$ cat src/rtl/lfo_pkg.sv
// Shared constants, state encoding and the phase-to-triangle mapping for the LFO.
package lfo_pkg;

  localparam int unsigned LFO_PHASE_WIDTH = 24;
  localparam int unsigned LFO_ADDR_WIDTH  = 14;
  localparam int unsigned LFO_DEPTH_WIDTH = 8;
  localparam int unsigned LFO_SCALE_SHIFT = 13;
  localparam int unsigned TRI_WIDTH       = 16;

  typedef enum logic [2:0] {
    LFO_RESET = 3'd0,
    LFO_IDLE  = 3'd1,
    LFO_ACCUM = 3'd2,
    LFO_SHAPE = 3'd3,
    LFO_MUL   = 3'd4,
    LFO_DONE  = 3'd5,
    LFO_ERROR = 3'd6
  } lfo_state_t;

  // Fold the top phase bits into a symmetric signed triangle; continuous across wrap.
  function automatic logic signed [TRI_WIDTH-1:0] phase_to_tri(input logic [TRI_WIDTH-1:0] u);
    logic [TRI_WIDTH-1:0] tri_u;
    tri_u = u[TRI_WIDTH-1] ? ~{u[TRI_WIDTH-2:0], 1'b0} : {u[TRI_WIDTH-2:0], 1'b0};
    return $signed({~tri_u[TRI_WIDTH-1], tri_u[TRI_WIDTH-2:0]});
  endfunction

endpackage

$ cat src/rtl/lfo_delay_gen_if.sv
// Sample-strobe / control / offset bundle between the audio datapath and the LFO.
interface lfo_delay_gen_if #(
  parameter int unsigned PHASE_WIDTH = lfo_pkg::LFO_PHASE_WIDTH,
  parameter int unsigned ADDR_WIDTH  = lfo_pkg::LFO_ADDR_WIDTH,
  parameter int unsigned DEPTH_WIDTH = lfo_pkg::LFO_DEPTH_WIDTH
);
  logic                          pktChanged_s_i;
  logic                          enable_s_i;
  logic [PHASE_WIDTH-1:0]        rate_s_i;
  logic [DEPTH_WIDTH-1:0]        depth_s_i;
  logic signed [ADDR_WIDTH-1:0]  extraDelay_s_o;
  logic                          LFOChanged_c_o;
  logic                          errorLED_s_o;

  modport master (
    output pktChanged_s_i, enable_s_i, rate_s_i, depth_s_i,
    input  extraDelay_s_o, LFOChanged_c_o, errorLED_s_o
  );

  modport slave (
    input  pktChanged_s_i, enable_s_i, rate_s_i, depth_s_i,
    output extraDelay_s_o, LFOChanged_c_o, errorLED_s_o
  );
endinterface

$ cat src/rtl/seq_mul_su.sv
// Signed x unsigned shift-add multiplier, one multiplier bit per cycle, LSB first.
module seq_mul_su #(
  parameter int unsigned A_WIDTH = 16,
  parameter int unsigned B_WIDTH = 8
) (
  input  logic                              clk,
  input  logic                              rst_n,
  input  logic                              start,
  input  logic signed [A_WIDTH-1:0]         a,
  input  logic        [B_WIDTH-1:0]         b,
  output logic                              busy,
  output logic                              done_c,
  output logic signed [A_WIDTH+B_WIDTH-1:0] product_c
);
  localparam int unsigned P_WIDTH   = A_WIDTH + B_WIDTH;
  localparam int unsigned CNT_WIDTH = $clog2(B_WIDTH + 1);

  logic        [CNT_WIDTH-1:0] cnt;
  logic signed [P_WIDTH-1:0]   a_sh;
  logic        [B_WIDTH-1:0]   b_sh;
  logic signed [P_WIDTH-1:0]   acc;
  logic signed [P_WIDTH-1:0]   addend_c;

  // Partial product for the current bit; product_c is the running sum after this cycle.
  always_comb begin
    addend_c  = b_sh[0] ? a_sh : '0;
    product_c = acc + addend_c;
    done_c    = busy && (cnt == '0);
  end

  // Operand shift registers, accumulator and down-counter.
  always_ff @(posedge clk) begin
    if (!rst_n) begin
      busy <= 1'b0;
      cnt  <= '0;
      a_sh <= '0;
      b_sh <= '0;
      acc  <= '0;
    end else if (start) begin
      busy <= 1'b1;
      cnt  <= CNT_WIDTH'(B_WIDTH - 1);
      a_sh <= P_WIDTH'(a);
      b_sh <= b;
      acc  <= '0;
    end else if (busy) begin
      acc  <= product_c;
      a_sh <= a_sh <<< 1;
      b_sh <= b_sh >> 1;
      cnt  <= cnt - CNT_WIDTH'(1);
      if (cnt == '0) busy <= 1'b0;
    end
  end
endmodule

$ cat src/rtl/lfo_delay_gen.sv
// Triangle LFO producing one signed delay offset and one strobe per accepted sample.
module lfo_delay_gen
  import lfo_pkg::*;
#(
  parameter int unsigned PHASE_WIDTH = LFO_PHASE_WIDTH,
  parameter int unsigned ADDR_WIDTH  = LFO_ADDR_WIDTH,
  parameter int unsigned DEPTH_WIDTH = LFO_DEPTH_WIDTH,
  parameter int unsigned SCALE_SHIFT = LFO_SCALE_SHIFT
) (
  input  logic          clk,
  input  logic          rst_n,
  lfo_delay_gen_if.slave bus
);
  localparam int unsigned PROD_WIDTH = TRI_WIDTH + DEPTH_WIDTH;

  localparam logic [2:0] S_RESET = 3'(LFO_RESET);
  localparam logic [2:0] S_IDLE  = 3'(LFO_IDLE);
  localparam logic [2:0] S_ACCUM = 3'(LFO_ACCUM);
  localparam logic [2:0] S_SHAPE = 3'(LFO_SHAPE);
  localparam logic [2:0] S_MUL   = 3'(LFO_MUL);
  localparam logic [2:0] S_DONE  = 3'(LFO_DONE);
  localparam logic [2:0] S_ERROR = 3'(LFO_ERROR);

  logic [2:0]                    state, state_d;
  logic [PHASE_WIDTH-1:0]        phase, phase_d;
  logic signed [ADDR_WIDTH-1:0]  delay, delay_d;
  logic                          err, err_d;

  logic signed [TRI_WIDTH-1:0]   tri_s_c;
  logic [DEPTH_WIDTH-1:0]        depth_c;
  logic                          mul_start_c;
  logic                          mul_busy;
  logic                          mul_done_c;
  logic signed [PROD_WIDTH-1:0]  product_c;
  logic signed [PROD_WIDTH-1:0]  scaled_c;

  // Multiplier operands; both are only captured by the multiplier during SHAPE.
  always_comb begin
    tri_s_c     = phase_to_tri(phase[PHASE_WIDTH-1 -: TRI_WIDTH]);
    depth_c     = bus.enable_s_i ? bus.depth_s_i : '0;
    mul_start_c = (state == S_SHAPE);
    scaled_c    = product_c >>> SCALE_SHIFT;
  end

  seq_mul_su #(
    .A_WIDTH (TRI_WIDTH),
    .B_WIDTH (DEPTH_WIDTH)
  ) u_mul (
    .clk       (clk),
    .rst_n     (rst_n),
    .start     (mul_start_c),
    .a         (tri_s_c),
    .b         (depth_c),
    .busy      (mul_busy),
    .done_c    (mul_done_c),
    .product_c (product_c)
  );

  // Next-state, phase, offset and sticky-error logic.
  always_comb begin
    state_d = state;
    phase_d = phase;
    delay_d = delay;
    err_d   = err;
    case (state)
      S_RESET: state_d = S_IDLE;
      S_IDLE:  if (bus.pktChanged_s_i) state_d = S_ACCUM;
      S_ACCUM: begin
        phase_d = bus.enable_s_i ? phase + bus.rate_s_i : '0;
        state_d = S_SHAPE;
      end
      S_SHAPE: state_d = S_MUL;
      S_MUL: begin
        if (!mul_busy) begin
          state_d = S_ERROR;
        end else if (mul_done_c) begin
          delay_d = ADDR_WIDTH'(scaled_c);
          state_d = S_DONE;
        end
      end
      S_DONE:  state_d = bus.pktChanged_s_i ? S_ACCUM : S_IDLE;
      S_ERROR: begin
        err_d   = 1'b1;
        state_d = S_RESET;
      end
      default: state_d = S_ERROR;
    endcase
    // A sample arriving mid-computation is dropped and flagged.
    if (bus.pktChanged_s_i && (state == S_ACCUM || state == S_SHAPE || state == S_MUL))
      err_d = 1'b1;
  end

  // State and datapath registers.
  always_ff @(posedge clk) begin
    if (!rst_n) begin
      state <= S_RESET;
      phase <= '0;
      delay <= '0;
      err   <= 1'b0;
    end else begin
      state <= state_d;
      phase <= phase_d;
      delay <= delay_d;
      err   <= err_d;
    end
  end

  assign bus.extraDelay_s_o = delay;
  assign bus.LFOChanged_c_o = (state == S_DONE);
  assign bus.errorLED_s_o   = err;
endmodule

$ cat src/flat_wrapper.sv
// flat-port wrapper written by rule: the top's interface ports become plain ports
module lfo_delay_gen_flat import lfo_pkg::*;
#(
  parameter int unsigned PHASE_WIDTH = LFO_PHASE_WIDTH,
  parameter int unsigned ADDR_WIDTH  = LFO_ADDR_WIDTH,
  parameter int unsigned DEPTH_WIDTH = LFO_DEPTH_WIDTH,
  parameter int unsigned SCALE_SHIFT = LFO_SCALE_SHIFT
)
  (clk, rst_n, bus_pktChanged_s_i, bus_enable_s_i, bus_rate_s_i, bus_depth_s_i, bus_extraDelay_s_o, bus_LFOChanged_c_o, bus_errorLED_s_o);
  lfo_delay_gen_if #(.PHASE_WIDTH(PHASE_WIDTH), .ADDR_WIDTH(ADDR_WIDTH), .DEPTH_WIDTH(DEPTH_WIDTH)) bus_i ();
  input  logic clk;
  input  logic rst_n;
  input wire logic [$bits(bus_i.pktChanged_s_i)-1:0] bus_pktChanged_s_i;
  input wire logic [$bits(bus_i.enable_s_i)-1:0] bus_enable_s_i;
  input wire logic [$bits(bus_i.rate_s_i)-1:0] bus_rate_s_i;
  input wire logic [$bits(bus_i.depth_s_i)-1:0] bus_depth_s_i;
  output wire logic [$bits(bus_i.extraDelay_s_o)-1:0] bus_extraDelay_s_o;
  output wire logic [$bits(bus_i.LFOChanged_c_o)-1:0] bus_LFOChanged_c_o;
  output wire logic [$bits(bus_i.errorLED_s_o)-1:0] bus_errorLED_s_o;
  assign bus_i.pktChanged_s_i = bus_pktChanged_s_i;
  assign bus_i.enable_s_i = bus_enable_s_i;
  assign bus_i.rate_s_i = bus_rate_s_i;
  assign bus_i.depth_s_i = bus_depth_s_i;
  assign bus_extraDelay_s_o = bus_i.extraDelay_s_o;
  assign bus_LFOChanged_c_o = bus_i.LFOChanged_c_o;
  assign bus_errorLED_s_o = bus_i.errorLED_s_o;
  lfo_delay_gen #(.PHASE_WIDTH(PHASE_WIDTH), .ADDR_WIDTH(ADDR_WIDTH), .DEPTH_WIDTH(DEPTH_WIDTH), .SCALE_SHIFT(SCALE_SHIFT)) u_core (.clk(clk), .rst_n(rst_n), .bus(bus_i));
endmodule
$ cat config.mk
export PLATFORM = sky130hd
export DESIGN_NAME = lfo_delay_gen_flat
export DESIGN_NICKNAME = d
export VERILOG_FILES = /design/src/rtl/lfo_pkg.sv /design/src/rtl/lfo_delay_gen_if.sv /design/src/rtl/seq_mul_su.sv /design/src/rtl/lfo_delay_gen.sv /design/src/flat_wrapper.sv
export SDC_FILE = /design/constraint.sdc
export NUM_CORES = 1
export LEC_CHECK = 0
export ABC_AREA = 1
export CAP_MARGIN = 20
export CORE_ASPECT_RATIO = 0.7
export CORE_MARGIN = 4
export CORE_UTILIZATION = 40
export CTS_CLUSTER_DIAMETER = 60
export DETAILED_ROUTE_END_ITERATION = 8
export GPL_ROUTABILITY_DRIVEN = 0
export PLACE_DENSITY = 0.55
export SLEW_MARGIN = 10
export SYNTH_ARGS = -nofsm -noshare
export SYNTH_HDL_FRONTEND = slang
export SYNTH_SLANG_ARGS = --single-unit
$ cat constraint.sdc
create_clock -name clk -period 2.7 [get_ports clk]
set_input_delay 0.27 -clock clk [delete_from_list [all_inputs] [get_ports clk]]
set_output_delay 0.27 -clock clk [all_outputs]
set_load 0.01 [all_outputs]
After elaboration in Yosys (flattened, before gate mapping)
Cells that the tools add are included.
{"block": "op_classes", "n_eq_ne": 8, "n_reduce_logical": 11, "n_bitwise": 3, "addsub": 3, "n_mux": 20}
{"operator": "2-to-1 mux 24 bit", "count": 4}
{"operator": "adder 24 bit", "count": 2}
{"operator": "2-to-1 mux 8 bit", "count": 3}
{"operator": "one-hot mux 3 bit (7 select lines)", "count": 1}
{"operator": "2-to-1 mux 16 bit", "count": 1}
{"operator": "inverter 16 bit", "count": 1}
{"operator": "2-to-1 mux 3 bit", "count": 5}
{"operator": "equality test 3 bit, second input constant", "count": 3}
{"operator": "equality test 3 x 2 -> 1 bit, second input constant", "count": 2}
{"operator": "2-to-1 mux 1 bit", "count": 5}
{"operator": "logical NOT 4 bit", "count": 1}
{"operator": "nonzero test 2 bit", "count": 2}
{"operator": "subtractor 4 x 1 -> 4 bit, second input constant", "count": 1}
{"operator": "equality test 3 x 1 -> 1 bit, second input constant", "count": 1}
{"operator": "logical NOT 3 bit", "count": 1}
{"operator": "!= test 3 x 2 -> 1 bit, second input constant", "count": 1}
{"operator": "AND reduction 3 bit", "count": 1}
{"operator": "logical AND 1 bit", "count": 2}
{"operator": "logical OR 1 bit", "count": 2}
{"operator": "2-to-1 mux 2 bit", "count": 1}
{"operator": "!= test 2 bit, second input constant", "count": 1}
{"operator": "inverter 1 bit", "count": 2}
{"operator": "AND reduction 2 bit", "count": 1}
{"operator": "OR reduction 2 bit", "count": 1}
{"block": "word_totals", "input_bits": 36, "output_inout_bits": 16, "wordCells": 55, "reg_bits": 100}

Logic depth before layout (Yosys ltp)
{"block": "logic_depth", "ltp_word": 5, "depth_mapped": 17, "depth_no_buf": 16}

By module
From an unflattened synthesis, not the netlist that was laid out.
{"block": "unflattened", "cells_unflattened": 1358, "hier_area_um2": 8035.2}
{"module": "seq_mul_su", "area_each_um2": 4528.1, "seq_area_each_um2": 1221.2, "instances": 1, "cells_each": 778}
{"module": "lfo_delay_gen", "area_each_um2": 3507.1, "seq_area_each_um2": 780.7, "instances": 1, "cells_each": 580}

Least setup slack after synthesis
Ideal clock, no wire load.
{"block": "synth_timing", "path_type": "register to register", "from": "reg u_core.u_mul.b_sh[0]", "to": "reg u_core.u_mul.acc[14]", "required_time_ns": 2.591, "setup_ns": 0.109, "stages_incl_launch_ff": 15, "path_buffers": 2, "arrival_time_ns": 2.066, "slack_ns": 0.525, "path_cell_list": "dfxtp_1 clkbuf_1 clkbuf_1 nand2_1 inv_1 ha_1 or2_2 nand3_1 nand2_1 nand2_1 nand3_1 xnor2_1 nand2_1 nand2_1 inv_1"}
{"block": "synth_via", "elab_chain_cells": 2}
{"element": "start: declaration", "line": "seq_mul_su.sv:20", "source": "logic [B_WIDTH-1:0] b_sh;"}
{"element": "start signal: assignment", "line": "seq_mul_su.sv:48", "source": "b_sh <= b_sh >> 1;"}
{"element": "2-to-1 mux 24 bit", "line": "seq_mul_su.sv:26", "source": "addend_c = b_sh[0] ? a_sh : '0;"}
{"element": "adder 24 bit", "line": "seq_mul_su.sv:27", "source": "product_c = acc + addend_c;"}
{"element": "end signal: assignment", "line": "seq_mul_su.sv:46", "source": "acc <= product_c;"}
{"element": "end: declaration", "line": "seq_mul_su.sv:21", "source": "logic signed [P_WIDTH-1:0] acc;"}
No other way between the ends.
A chain may end at the register's enable or synchronous reset.

Worst setup path after layout
{"block": "layout_timing", "from": "reg u_core.u_mul.b_sh[0]", "to": "reg u_core.delay[5], in the netlist u_core.bus.extraDelay_s_o[5]"}
{"block": "layout_via", "elab_chain_cells": 2}
{"element": "2-to-1 mux 24 bit", "line": "seq_mul_su.sv:26"}
{"element": "adder 24 bit", "line": "seq_mul_su.sv:27"}
{"element": "end signal: assignment", "line": "lfo_delay_gen.sv:103", "source": "delay <= delay_d;"}
{"element": "end: declaration", "line": "lfo_delay_gen.sv:26", "source": "logic signed [ADDR_WIDTH-1:0] delay, delay_d;"}
No other way between the ends.

==> flow_metrics.tcl <==
set metrics [dict create \
    initial_core_util_pct 41.2 \
    setup-tns-final_ns 0 \
    top_layer_used "met4" \
    ctsResizeCount 0 \
    ys.flop_type "dfxtp_1" \
    drv_cap 0 \
    slew_viol_final 0 \
    power.density_mw_per_mm2 458 \
    cts_tree "yes" \
    drive_gt1_share_pct 5.78 \
    required_ns 2.97 \
    nFillCells 1985 \
    syn_inst 1251 \
    grt_pass1_wl_um 34400 \
    vias 7443 \
    layout_common_cells "nand2_1 (433), inv_1 (201), nor2_1 (114)" \
    start_kind "register" \
    grt_pass1_vias 6606 \
    status "completed" \
    worst-path-buf-inv 3 \
    nNetsFinal 1378 \
    slowest_delay_ns 0.36 \
    htree_levels 3 \
    wl_met2_um 7340 \
    worstReg2RegEnd "u_core.bus.extraDelay_s_o[5]" \
    final_common_cell "nand2_1" \
    synth_area_per_cell_um2 6.00 \
    cts_buffer_depth 2 \
    post-synth-top-area-cell "dfxtp_1" \
    grt_max_degree 38 \
    holdCritStartpoint "bus_depth_s_i[7]" \
    hold_class "input port to register" \
    cp_cell_sequence "buf_4 -> nand2_1 -> inv_1 -> ha_1 -> or2_2 -> nand3_1 -> nand2_1 -> nand2_1 -> nand2_1 -> nand2_1 -> nand2_1 -> nand2_1 -> nand3_1 -> nand2_1 -> inv_1" \
    dp_hpwl_um 16400 \
    finalHoldViolCount 0 \
    diodes 0 \
    async_flop_share_pct 0 \
    worstMarginPinSlew_ns 0.686 \
    portBuffers 51 \
    rsz0062_at_grt "false" \
    syn_area_mm2 0.00751 \
    critPathMaxFanout 14 \
    setup_viol 0 \
    rr_worst_depth 15 \
    dieArea_mm2 0.0211 \
    antenna_found_initial 0 \
    ys_warn_count 0 \
    wl_per_cell_um 13.8 \
    fin_skew_ns 0.0107 \
    totalWireLength_um 21100 \
    finalCritPeriodShare_pct 85.6 \
    cp_num_cells 15 \
    post-route-min-period_ns 2.31 \
    synth-edff-count 0 \
    gr-total-overflow 0 \
    irDropWorstVdd_uv 304 \
    synth_fa_ha_area_share_pct 8.53 \
    clkSinkCount 100 \
    slew_headroom_pct 54.2 \
    r2r_setup_slack_ns 0.39 \
    reg2reg_from "u_core.u_mul.b_sh[0]" \
    cts_buffers 9 \
    synth.top_cell.area_share_pct 26.7 \
    vias_per_cell 4.86 \
    cp-end-kind "register" \
    fin_area_mm2 0.00855 \
    synthTopCellsByArea "dfxtp_1 (27%), nand2_1 (22%), inv_1 (10%)" \
    row_count 41 \
    path_common_cell "nand2_1" \
    syn-num-nets 1337 \
    drc_errors 0 \
    crit_arrival_ns 2.58 \
    startpoint "u_core.u_mul.b_sh[0]" \
    ant_nets 0 \
    yosys_register_bits 100 \
    leakagePower_nw 4.51 \
    yosys.area_share.simple_pct 39.7 \
    die_h_um 123 \
    post-cts-setup-buffers 0 \
    fmax_mhz 433 \
    cts_root_buf "clkbuf_16" \
    first_pass_iters 5 \
    placed_area_mm2 0.00825 \
    path_clk_slew_ns 0.08 \
    critical_path.endpoint "u_core.bus.extraDelay_s_o[5]" \
    clock_latency_ns 0.37 \
    core_mm2 0.0182 \
    wl_met1_um 12100 \
    cp_slowest_cell "dfxtp_1" \
    synth_compound_area_share_pct 9.12 \
    synth_xor_area_share_pct 3.27 \
    synth_top_family_by_area "simple AND/OR/NAND/NOR gates" \
    die_x_um 172 \
    synth.distinct_cells 39 \
    holdBufCountCts 0 \
    muxShareOfSynthArea_pct 0 \
    syn2layout_area_growth_pct 13.9 \
    first_iter_violations 602 \
    path_class "register to register" \
    ys_seq_area_share_pct 26.7 \
    wl_met3_um 1470 \
    io_pins 52 \
    grt_usage_pct 20.6 \
    crit_family "simple AND/OR/NAND/NOR gates" \
]
[worst min-delay path by stage]
stage / cells after the start / slack, ns / to
after CTS: 3 / 0.44 / u_core.u_mul.b_sh[7]
after global routing: 3 / 0.45 / u_core.u_mul.b_sh[7]
after detailed placement: 2 / 0.46 / u_core.u_mul.b_sh[7]
after floorplan: 2 / 0.41 / u_core.bus.errorLED_s_o
final: 3 / 0.45 / u_core.u_mul.b_sh[7]
after global placement: 2 / 0.46 / u_core.u_mul.acc[0]
[final cells by class]
class / count / area [um2] / share of cell area (%)
inverter: 207 / 777 / 9.09
clock buffer: 9 / 225 / 2.63
tap: 236 / 295 / 3.45
sequential: 100 / 2000 / 23.4
multi-input combinational: 908 / 4550 / 53.2
timing repair buffer: 66 / 623 / 7.29
clock inverter: 7 / 76.3 / 0.893
[synthesized netlist by cell type (6+ instances only)]
cell type / instances
nand2_1: 433
inv_1: 201
nor2_1: 114
dfxtp_1: 100
nand3_1: 90
a21oi_1: 70
ha_1: 48
xor2_1: 25
nor2_2: 21
clkbuf_1: 16
a31oi_1: 15
buf_2: 13
nand4_1: 13
o21ai_0: 11
or2_2: 10
nor3_1: 8
a22oi_1: 7
nand3b_1: 7
o21ai_1: 6
[sequential cells by signal, indices dropped and copies added (netlist names)]
register	count
u_core.u_mul.b_sh	8
u_core.u_mul.acc	24
u_core.u_mul.busy	1
u_core.u_mul.a_sh	24
u_core.bus.errorLED_s_o	1
u_core.u_mul.cnt	4
u_core.state	3
u_core.bus.extraDelay_s_o	11
u_core.phase	24
[tightest hold or removal path, delay by kind of cell]
| family | cells | cell delay [ns] |
|---|---|---|
| AO/OA/AOI/OAI | 1 | 0.05 |
| AND/OR/NAND/NOR | 1 | 0.06 |
| buffers and inverters | 1 | 0.39 |
[through the flow]
step                power, mW  cells  hold WS (ns)  utilization (%)  worst slack, ns
floorplan                2.34   1251         0.413                -            0.525
global placement         2.61   1517         0.457             45.3            0.295
detailed placement       2.61   1517         0.458             45.3            0.281
CTS                      3.95   1533         0.441             46.9            0.402
global route             4.16   1533         0.451             46.9            0.110
finish                   3.92   1533         0.453             46.9            0.390
[routing by layer]
metal,vias to the layer above,track usage (%)
met3,9,4.64
met4,0,3.58
met5,-,0
met1,3296,35.0
li1,3966,-
met2,172,25.6
[cell families (layout without fill, tap and decap cells)]
logic type / Yosys count / after routing
and+or+nand+nor: 708 / 708
AOI/OAI and AO/OA: 122 / 122
buffers and inverters: 243 / 289
DFF: 100 / 100
adders and majority gates: 50 / 50
xor gates and xnor gates: 28 / 28
[report_power, final]
group | internal (mW) | total (mW) | switching, mW
registers | 1.57 | 1.66 | 0.0860
clock network | 0.656 | 1.33 | 0.673
logic | 0.338 | 0.929 | 0.591
total | 2.57 | 3.92 | 1.35
(Power assumes the default switching activity.)
